**config.mk**
```make
export PLATFORM = sky130hd
export DESIGN_NAME = gpu_load_store_unit_flat
export DESIGN_NICKNAME = d
export VERILOG_FILES = /design/src/rtl/gpu_lsu_pkg.sv /design/src/rtl/gpu_load_store_unit_if.sv /design/src/rtl/lsu_lane_align.sv /design/src/rtl/gpu_load_store_unit.sv /design/src/flat_wrapper.sv
export SDC_FILE = /design/constraint.sdc
export NUM_CORES = 1
export LEC_CHECK = 0
export CAP_MARGIN = 0
export CORE_AREA = 2 2 100 150
export CTS_CLUSTER_DIAMETER = 200
export DETAILED_ROUTE_END_ITERATION = 10
export DIE_AREA = 0 0 102 152
export PLACE_DENSITY = 0.95
export RECOVER_POWER = 25
export REMOVE_ABC_BUFFERS = 1
export SYNTH_ARGS = -nofsm -noshare
export SYNTH_HDL_FRONTEND = slang
export SYNTH_SLANG_ARGS = --single-unit
export TNS_END_PERCENT = 10
```
**constraint.sdc**
```tcl
create_clock -name clock -period 7.5 [get_ports clock]
set_clock_uncertainty 0.2 [all_clocks]
set_input_delay 1.5 -clock clock [delete_from_list [all_inputs] [get_ports clock]]
set_output_delay 1.5 -clock clock [all_outputs]
set_load 0.01 [all_outputs]
```
**src/rtl/gpu_lsu_pkg.sv**
```systemverilog
// rtl/gpu_lsu_pkg.sv - shared constants and helpers for the shader load/store unit
package gpu_lsu_pkg;

    localparam logic [2:0] LSU_B  = 3'b000;
    localparam logic [2:0] LSU_H  = 3'b001;
    localparam logic [2:0] LSU_W  = 3'b010;
    localparam logic [2:0] LSU_BU = 3'b100;
    localparam logic [2:0] LSU_HU = 3'b101;

    localparam logic [1:0] ST_IDLE      = 2'd0;
    localparam logic [1:0] ST_READ_WAIT = 2'd1;
    localparam logic [1:0] ST_WRITE     = 2'd2;
    localparam logic [1:0] ST_DONE      = 2'd3;

    // Access width lives in funct3[1:0]; the unsigned flag in funct3[2] does not affect alignment.
    function automatic logic lsu_aligned(input logic [2:0] funct3, input logic [1:0] lane);
        case (funct3[1:0])
            2'b00:   return 1'b1;
            2'b01:   return !lane[0];
            2'b10:   return lane == 2'b00;
            default: return 1'b0;
        endcase
    endfunction

    function automatic logic lsu_legal(input logic is_load, input logic [2:0] funct3);
        if (is_load)
            return funct3 == LSU_B || funct3 == LSU_H || funct3 == LSU_W ||
                   funct3 == LSU_BU || funct3 == LSU_HU;
        else
            return funct3 == LSU_B || funct3 == LSU_H || funct3 == LSU_W;
    endfunction

endpackage

```
**src/rtl/gpu_load_store_unit_if.sv**
```systemverilog
// rtl/gpu_load_store_unit_if.sv - data BlockRam port between the load/store unit and the RAM
interface gpu_load_store_unit_if #(
    parameter int ADDR_WIDTH = 16
) ();
    logic [ADDR_WIDTH-1:0] mem_address;
    logic                  mem_write;
    logic [31:0]           mem_write_data;
    logic [31:0]           mem_read_data;

    modport master (
        output mem_address,
        output mem_write,
        output mem_write_data,
        input  mem_read_data
    );

    modport slave (
        input  mem_address,
        input  mem_write,
        input  mem_write_data,
        output mem_read_data
    );
endinterface

```
**src/rtl/lsu_lane_align.sv**
```systemverilog
// rtl/lsu_lane_align.sv - byte-lane extraction/extension for loads and merge for sub-word stores
module lsu_lane_align
    import gpu_lsu_pkg::*;
(
    input  logic [1:0]  lane,
    input  logic [2:0]  funct3,
    input  logic [31:0] read_word,
    input  logic [31:0] store_data,
    output logic [31:0] load_value,
    output logic [31:0] store_word
);

    logic [4:0]  shift;
    logic [7:0]  byte_sel;
    logic [15:0] half_sel;
    logic [31:0] lane_mask;

    assign shift = {lane, 3'b000};

    always_comb begin
        byte_sel = 8'(read_word >> shift);
        half_sel = 16'(read_word >> {lane[1], 4'b0000});
        case (funct3)
            LSU_B:   load_value = {{24{byte_sel[7]}}, byte_sel};
            LSU_H:   load_value = {{16{half_sel[15]}}, half_sel};
            LSU_BU:  load_value = {24'h000000, byte_sel};
            LSU_HU:  load_value = {16'h0000, half_sel};
            default: load_value = read_word;
        endcase
    end

    // Halfword stores are aligned, so lane*8 equals lane[1]*16 and one shift serves both widths.
    always_comb begin
        case (funct3[1:0])
            2'b00:   lane_mask = 32'h0000_00FF << shift;
            2'b01:   lane_mask = 32'h0000_FFFF << shift;
            default: lane_mask = 32'hFFFF_FFFF;
        endcase
        store_word = (read_word & ~lane_mask) | ((store_data << shift) & lane_mask);
    end

endmodule

```
**src/rtl/gpu_load_store_unit.sv**
```systemverilog
// rtl/gpu_load_store_unit.sv - multicycle RV32I/F load/store engine driving the data BlockRam
module gpu_load_store_unit
    import gpu_lsu_pkg::*;
#(
    parameter int ADDR_WIDTH   = 16,
    parameter int READ_LATENCY = 1
) (
    input  logic        clock,
    input  logic        reset_n,
    input  logic        start,
    input  logic        is_load,
    input  logic        is_store,
    input  logic [2:0]  funct3,
    input  logic [31:0] base,
    input  logic [31:0] offset,
    input  logic [31:0] store_data,
    output logic        busy,
    output logic        done,
    output logic        fault,
    output logic [31:0] load_data,
    gpu_load_store_unit_if.master mem
);

    localparam logic [7:0] LAST_WAIT = 8'(READ_LATENCY - 1);

    logic [1:0]  state;
    logic [7:0]  wait_count;
    logic [2:0]  funct3_q;
    logic [1:0]  lane_q;
    logic [31:0] store_data_q;
    logic        is_store_q;
    logic        fault_q;

    logic [31:0] ea;
    logic        ea_unused;
    logic        request;
    logic        bad_request;
    logic [31:0] load_value;
    logic [31:0] store_word;

    assign ea        = base + offset;
    assign ea_unused = ^ea[31:ADDR_WIDTH];
    assign request   = start && (is_load || is_store);
    assign bad_request = (is_load && is_store) || !lsu_legal(is_load, funct3) ||
                         !lsu_aligned(funct3, ea[1:0]);

    assign busy  = state != ST_IDLE;
    assign done  = state == ST_DONE;
    assign fault = done && fault_q;

    lsu_lane_align u_lane_align (
        .lane       (lane_q),
        .funct3     (funct3_q),
        .read_word  (mem.mem_read_data),
        .store_data (store_data_q),
        .load_value (load_value),
        .store_word (store_word)
    );

    always_ff @(posedge clock) begin
        if (!reset_n) begin
            state              <= ST_IDLE;
            wait_count         <= 8'd0;
            funct3_q           <= 3'b000;
            lane_q             <= 2'b00;
            store_data_q       <= 32'h0;
            is_store_q         <= 1'b0;
            fault_q            <= 1'b0;
            load_data          <= 32'h0;
            mem.mem_address    <= '0;
            mem.mem_write      <= 1'b0;
            mem.mem_write_data <= 32'h0;
        end else begin
            case (state)
                ST_IDLE: begin
                    if (request) begin
                        if (bad_request) begin
                            fault_q <= 1'b1;
                            state   <= ST_DONE;
                        end else begin
                            fault_q         <= 1'b0;
                            mem.mem_address <= ea[ADDR_WIDTH-1:0];
                            funct3_q        <= funct3;
                            lane_q          <= ea[1:0];
                            store_data_q    <= store_data;
                            is_store_q      <= is_store;
                            if (is_store && funct3 == LSU_W) begin
                                // Full words need no read; write straight away.
                                mem.mem_write_data <= store_data;
                                mem.mem_write      <= 1'b1;
                                state              <= ST_WRITE;
                            end else begin
                                wait_count <= 8'd0;
                                state      <= ST_READ_WAIT;
                            end
                        end
                    end
                end
                ST_READ_WAIT: begin
                    if (wait_count == LAST_WAIT) begin
                        if (is_store_q) begin
                            mem.mem_write_data <= store_word;
                            mem.mem_write      <= 1'b1;
                            state              <= ST_WRITE;
                        end else begin
                            load_data <= load_value;
                            state     <= ST_DONE;
                        end
                    end else begin
                        wait_count <= wait_count + 8'd1;
                    end
                end
                ST_WRITE: begin
                    mem.mem_write <= 1'b0;
                    state         <= ST_DONE;
                end
                default: begin
                    state <= ST_IDLE;
                end
            endcase
        end
    end

endmodule

```
**src/flat_wrapper.sv**
```systemverilog
// flat-port wrapper written by rule: the top's interface ports become plain ports
module gpu_load_store_unit_flat import gpu_lsu_pkg::*;
#(
    parameter int ADDR_WIDTH   = 16,
    parameter int READ_LATENCY = 1
)
  (clock, reset_n, start, is_load, is_store, funct3, base, offset, store_data, busy, done, fault, load_data, mem_mem_address, mem_mem_write, mem_mem_write_data, mem_mem_read_data);
  gpu_load_store_unit_if #(.ADDR_WIDTH(ADDR_WIDTH)) mem_i ();
  input  logic clock;
  input  logic reset_n;
  input  logic start;
  input  logic is_load;
  input  logic is_store;
  input  logic [2:0] funct3;
  input  logic [31:0] base;
  input  logic [31:0] offset;
  input  logic [31:0] store_data;
  output logic busy;
  output logic done;
  output logic fault;
  output logic [31:0] load_data;
  output wire logic [$bits(mem_i.mem_address)-1:0] mem_mem_address;
  output wire logic [$bits(mem_i.mem_write)-1:0] mem_mem_write;
  output wire logic [$bits(mem_i.mem_write_data)-1:0] mem_mem_write_data;
  input wire logic [$bits(mem_i.mem_read_data)-1:0] mem_mem_read_data;
  assign mem_mem_address = mem_i.mem_address;
  assign mem_mem_write = mem_i.mem_write;
  assign mem_mem_write_data = mem_i.mem_write_data;
  assign mem_i.mem_read_data = mem_mem_read_data;
  gpu_load_store_unit #(.ADDR_WIDTH(ADDR_WIDTH), .READ_LATENCY(READ_LATENCY)) u_core (.clock(clock), .reset_n(reset_n), .start(start), .is_load(is_load), .is_store(is_store), .funct3(funct3), .base(base), .offset(offset), .store_data(store_data), .busy(busy), .done(done), .fault(fault), .load_data(load_data), .mem(mem_i));
endmodule
```
; ---- Word level (Yosys, flattened, before mapping)
; Cells that the tools add are included.
[totals]
out_inout_bits = 84
inputBits = 136
register_bits = 130
[classes]
mux = 28
bitwise = 6
shifts = 5
n_addsub = 2
eq_ne = 20
reduce_logical = 31
[ops]
columns = operator, count
row1 = two-way mux 32 bit, 5
row2 = case mux 32 bit (2 select lines), 2
row3 = case mux 32 bit (4 select lines), 1
row4 = bitwise AND 32 bit, 2
row5 = two-way mux 8 bit, 4
row6 = NOT 32 bit, 1
row7 = OR 32 bit, 1
row8 = left shift 16 x 5 -> 32 bit (first input constant), 1
row9 = left shift 32 x 5 -> 32 bit, 1
row10 = left shift 8 x 5 -> 32 bit (first input constant), 1
row11 = >> shifter 32 x 5 -> 16 bit, 1
row12 = >> shifter 32 x 5 -> 8 bit, 1
row13 = adder 16 bit, 1
row14 = case mux 8 bit (2 select lines), 1
row15 = equality test 3 bit (second input constant), 4
row16 = AND reduction 6 bit, 2
row17 = adder 8 x 1 -> 8 bit (second input constant), 1
row18 = logical NOT 2 bit, 4
row19 = logical NOT 8 bit, 1
row20 = two-way mux 1 bit, 8
row21 = two-way mux 2 bit, 4
row22 = inequality test 2 x 1 -> 1 bit (second input constant), 4
row23 = logical OR 1 bit, 7
row24 = equality test 2 x 1 -> 1 bit (second input constant), 3
row25 = other kinds (15), 31

; ---- Logic depth before layout (Yosys ltp)
[depth]
depth_word = 12
ltp_mapped = 10
mapped_depth_nobuf = 9

; ---- By module
; From an unflattened synthesis, not the netlist that was laid out.
[hier_totals]
cells_unflattened = 947
area_unflattened_um2 = 7666.1
[modules_own_cells]
columns = module, cells_per_inst, n_inst, area_per_inst_um2, seq_area_each_um2
row1 = gpu_load_store_unit, 704, 1, 5840.6, 2562.5
row2 = lsu_lane_align, 243, 1, 1825.5, 0.0

; ---- Least setup slack after synthesis
; OpenSTA, ideal clock, no wires.
[synth_timing]
path_type = input -> register
start = in offset[0]
end = reg u_core.mem.mem_write_data[24]
path_slack_ns = 3.303
setup_ns = 0.132
n_path_buf = 1
t_arrival_ns = 3.865
cell_stages = 10
t_required_ns = 7.168
cell_sequence = ha_1 > inv_1 > fa_1 > or4b_4 > a2111oi_2 > o21ai_1 > a211o_1 > clkbuf_1 > nand2_1 > a21oi_1
[synth_via]
elab_chain_len = 7
[synth_rtl]
columns = element, line
row1 = from (decl), flat_wrapper.sv:16  ; input logic [31:0] offset;
row2 = adder 16 bit (*), gpu_load_store_unit.sv:41  ; assign ea = base + offset;
row3 = logical NOT 2 bit / logical NOT 1 bit (equally long branches), "gpu_lsu_pkg.sv:20, gpu_lsu_pkg.sv:19"
row4 = case mux 1 bit (3 select lines) (*), gpu_lsu_pkg.sv:17  ; case (funct3[1:0])
row5 = logical NOT 1 bit (*), gpu_load_store_unit.sv:45  ; !lsu_aligned(funct3, ea[1:0]);
row6 = logical OR 1 bit (*), gpu_load_store_unit.sv:44  ; assign bad_request = (is_load && is_store) || !lsu_legal(is_load, funct3) ||
row7 = inequality test 2 bit (no line) (*), --
row8 = AND reduction 6 bit (no line) (*), --
row9 = to (signal assigned), gpu_load_store_unit.sv:89  ; mem.mem_write_data <= store_data;
row10 = to (signal assigned), gpu_load_store_unit.sv:102  ; mem.mem_write_data <= store_word;
row11 = to (decl), gpu_load_store_unit_if.sv:13  ; output mem_write_data,
; Mark *: on every way between the ends. The rest lies on a longest branch, timed or not.
; A chain may end at the register's enable or synchronous reset.

; ---- Final worst setup path
[layout_timing]
start = in offset[0]
end = reg u_core.mem.mem_write_data[17]
; Same word-level chain as after synthesis.

==> qor.yml <==
status:
  outcome: "completed"
setup_path:
  critPathKind: "input pin to flip-flop"
  end_kind: "flip-flop"
  required_ns: 7.61
  cp_data_arrival_time_ns: 5.44
  worst-path-max-fanout: 21
  critPathLaunchType: "input pin"
synth:
  netlist.top_cell.by_area: "dfxtp_1"
  synth_xor_area_share_pct: 1.736
  synth_edf_count: 0
  ys_ff_latch: 128
  synth.avg_cell_area_um2: 8.120
  synth_ff_type: "dfxtp_1"
  async_flop_share_pct: 0
  synth.area.top_cells: "dfxtp_1 36%, nand2_1 9.8%, a21oi_1 7.2%, mux2i_1 7.1%, ha_1 3.9%"
  synth_area_um2: 7064
  synth_top_family_by_area: "compound AO/OA/AOI/OAI gates"
  syn_inst: 870
  netlist.area_leader.share_pct: 36.27
  ys_warn_count: 0
  synth.distinct_cells: 64
  synth-simple-area-share_pct: 15.60
  muxShareOfSynthArea_pct: 11.23
  synthAdderAreaFrac_pct: 4.180
  ys_seq_area_share_pct: 36.27
  synth_compound_area_share_pct: 26.11
route:
  viasPerCell: 6.050
  num_vias: 7453
  ant_nets: 0
  totalWireLength_um: 23280
  drt-pass1-iter-count: 8
  drc: 0
  wl_per_cell_um: 18.90
  drtIter0Drc: 697
final_layout:
  final_nets: 1180
  layout_commonest_cell: "nand2_1"
  post-route-util_pct: 67.50
  drive_gt1_share_pct: 7.157
  final_cell_mix: "184 x nand2_1, 133 x clkdlybuf4s50_1, 125 x dfxtp_1, 101 x a21oi_1, 53 x dlygate4sd3_1"
  areaGrowthSynthToFinish_pct: 36.86
  nFillCells: 1103
  final_cell_count_no_fill: 1232
sta:
  rsz0062_at_grt: "false"
  hold_violations: 0
  fmax_ghz: 0.1875
  period_needed_ns: 5.332
  worst_slew_margin_rel_pct: 14.31
  tns_ns: 0
  fin_ws_ns: 2.168
  setup_violations: 0
  max_slew.worst_pin.slew_ns: 1.281
  timing.final.crit_share_pct: 71.10
  final_max_slew_viol_count: 0
global_route:
  gr-usage-met1_pct: 34.81
  grt_pass1_vias: 7386
  busiest_layer: "met2"
  grt.met3_usage_pct: 5.842
  grt_usage_pct: 29.93
  overflow: 0
  grt_util_met2_pct: 49.59
  grt_pass1_wl_um: 36960
  grt_antenna_before_repair: 2
  grt_max_degree: 63
floorplanning:
  die_w_um: 102
  rows: 54
  start_util_pct: 49.32
  dieArea_um2: 15500
  io_pins: 220
  core-area_um2: 14320
  die_y_um: 152
power:
  p_per_area_nw_per_um2: 276.3
  ir_drop_mv: 0.1340
  p_total_mw: 2.672
  leakagePower_nw: 3.571
cts:
  cts_tree: "yes"
  clkSinkCount: 128
  cts.path.max_buffers: 2
  clock-root-buffer: "clkbuf_16"
  cts_setup_buffers: 0
  cts_buffers: 17
  htree_levels: 4
  cts_hold_buf: 0
  path_clk_slew_ns: 0.06
  cts_resized: 0
  clk-insertion-delay-late_ns: 0.41
place:
  placedCellCount: 1198
  io_buffers: 187
  dp_slack_ns: 1.852
  place_congestion: 0.8951
  dp_hpwl_um: 15140
min_path:
  min_path_type: "flip-flop to flip-flop"
flow_run:
  drv_cap: 0
## layout make-up
type	count	area [um^2]	area share (%)
antenna	2	5.005	0.05177
clock buffer	21	450.4	4.659
clock inverter	11	186.4	1.928
inverter	20	75.07	0.7765
multi-input combinational	655	4183	43.26
sequential	128	2566	26.54
tap	196	245.2	2.537
timing repair buffer	199	1957	20.24
## sequential cells by signal (all words and copies together) (netlist names)
name / cells
u_core.fault_q: 1
u_core.funct3_q: 3
u_core.is_store_q: 1
u_core.lane_q: 1
u_core.load_data: 32
u_core.mem.mem_address: 15
u_core.mem.mem_write: 1
u_core.mem.mem_write_data: 32
u_core.state: 2
u_core.store_data_q: 32
u_core.wait_count: 8
## metal layers
metal	routed length, um	vias up
met5	0	-
met4	1276	0
met3	1665	93
met2	11730	395
met1	8609	3511
li1	-	3454
## cells by family after synthesis
kind of cell / Yosys count
simple gates: 264
xor+xnor: 14
compound gates: 286
flops: 128
mux: 68
buf+inv: 87
fa+ha+maj: 23
## synthesized netlist by cell type, types with 9 or more instances
cell	number
a21o_1	9
o311ai_0	16
mux2i_1	50
dfxtp_1	128
nand2_1	184
mux2_2	9
a21oi_1	101
o211ai_1	26
nor2_1	37
o21ai_1	13
inv_1	19
clkbuf_1	53
a211oi_1	12
o21ai_0	42
ha_1	22
a22oi_1	9
buf_2	11
a22o_1	10
## worst max-delay path, stage by stage
cell	delay, ns
clkdlybuf4s50_1	0.46
ha_1	0.19
inv_1	0.06
fa_1	0.51
or4b_4	0.51
a2111oi_2	0.38
o21ai_1	0.22
a211oi_4	0.84
buf_4	0.40
nor2_1	0.07
a211oi_1	0.27
## power by group
group | internal [mW] | switching (mW) | total, mW
sequential | 0.809 | 0.0715 | 0.880
clock | 0.597 | 0.309 | 0.905
combinational | 0.401 | 0.485 | 0.886
total | 1.81 | 0.865 | 2.67
## worst paths after layout
| path | slack (ns) | endpoint | cells after the start | startpoint |
|---|---|---|---|---|
| setup / recovery | 2.17 | u_core.mem.mem_write_data[17] | 11 | offset[0] |
| hold / removal | 0.24 | u_core.mem.mem_address[7] | 2 | u_core.mem.mem_address[7] |
| setup reg to reg | 4.09 | u_core.mem.mem_write_data[17] | 9 | u_core.state[1] |
| hold reg to reg | 0.24 | u_core.mem.mem_address[7] | 2 | u_core.mem.mem_address[7] |
## metrics by stage
step,hold WS (ns),cell area [um^2]
after CTS,0.2498,9663
final,0.2445,9668
after floorplan,0.2312,6795
after global placement,0.2383,9026
after global routing,0.2704,9668
after detailed placement,0.2420,9026
Power figures use the tool's default switching activity.
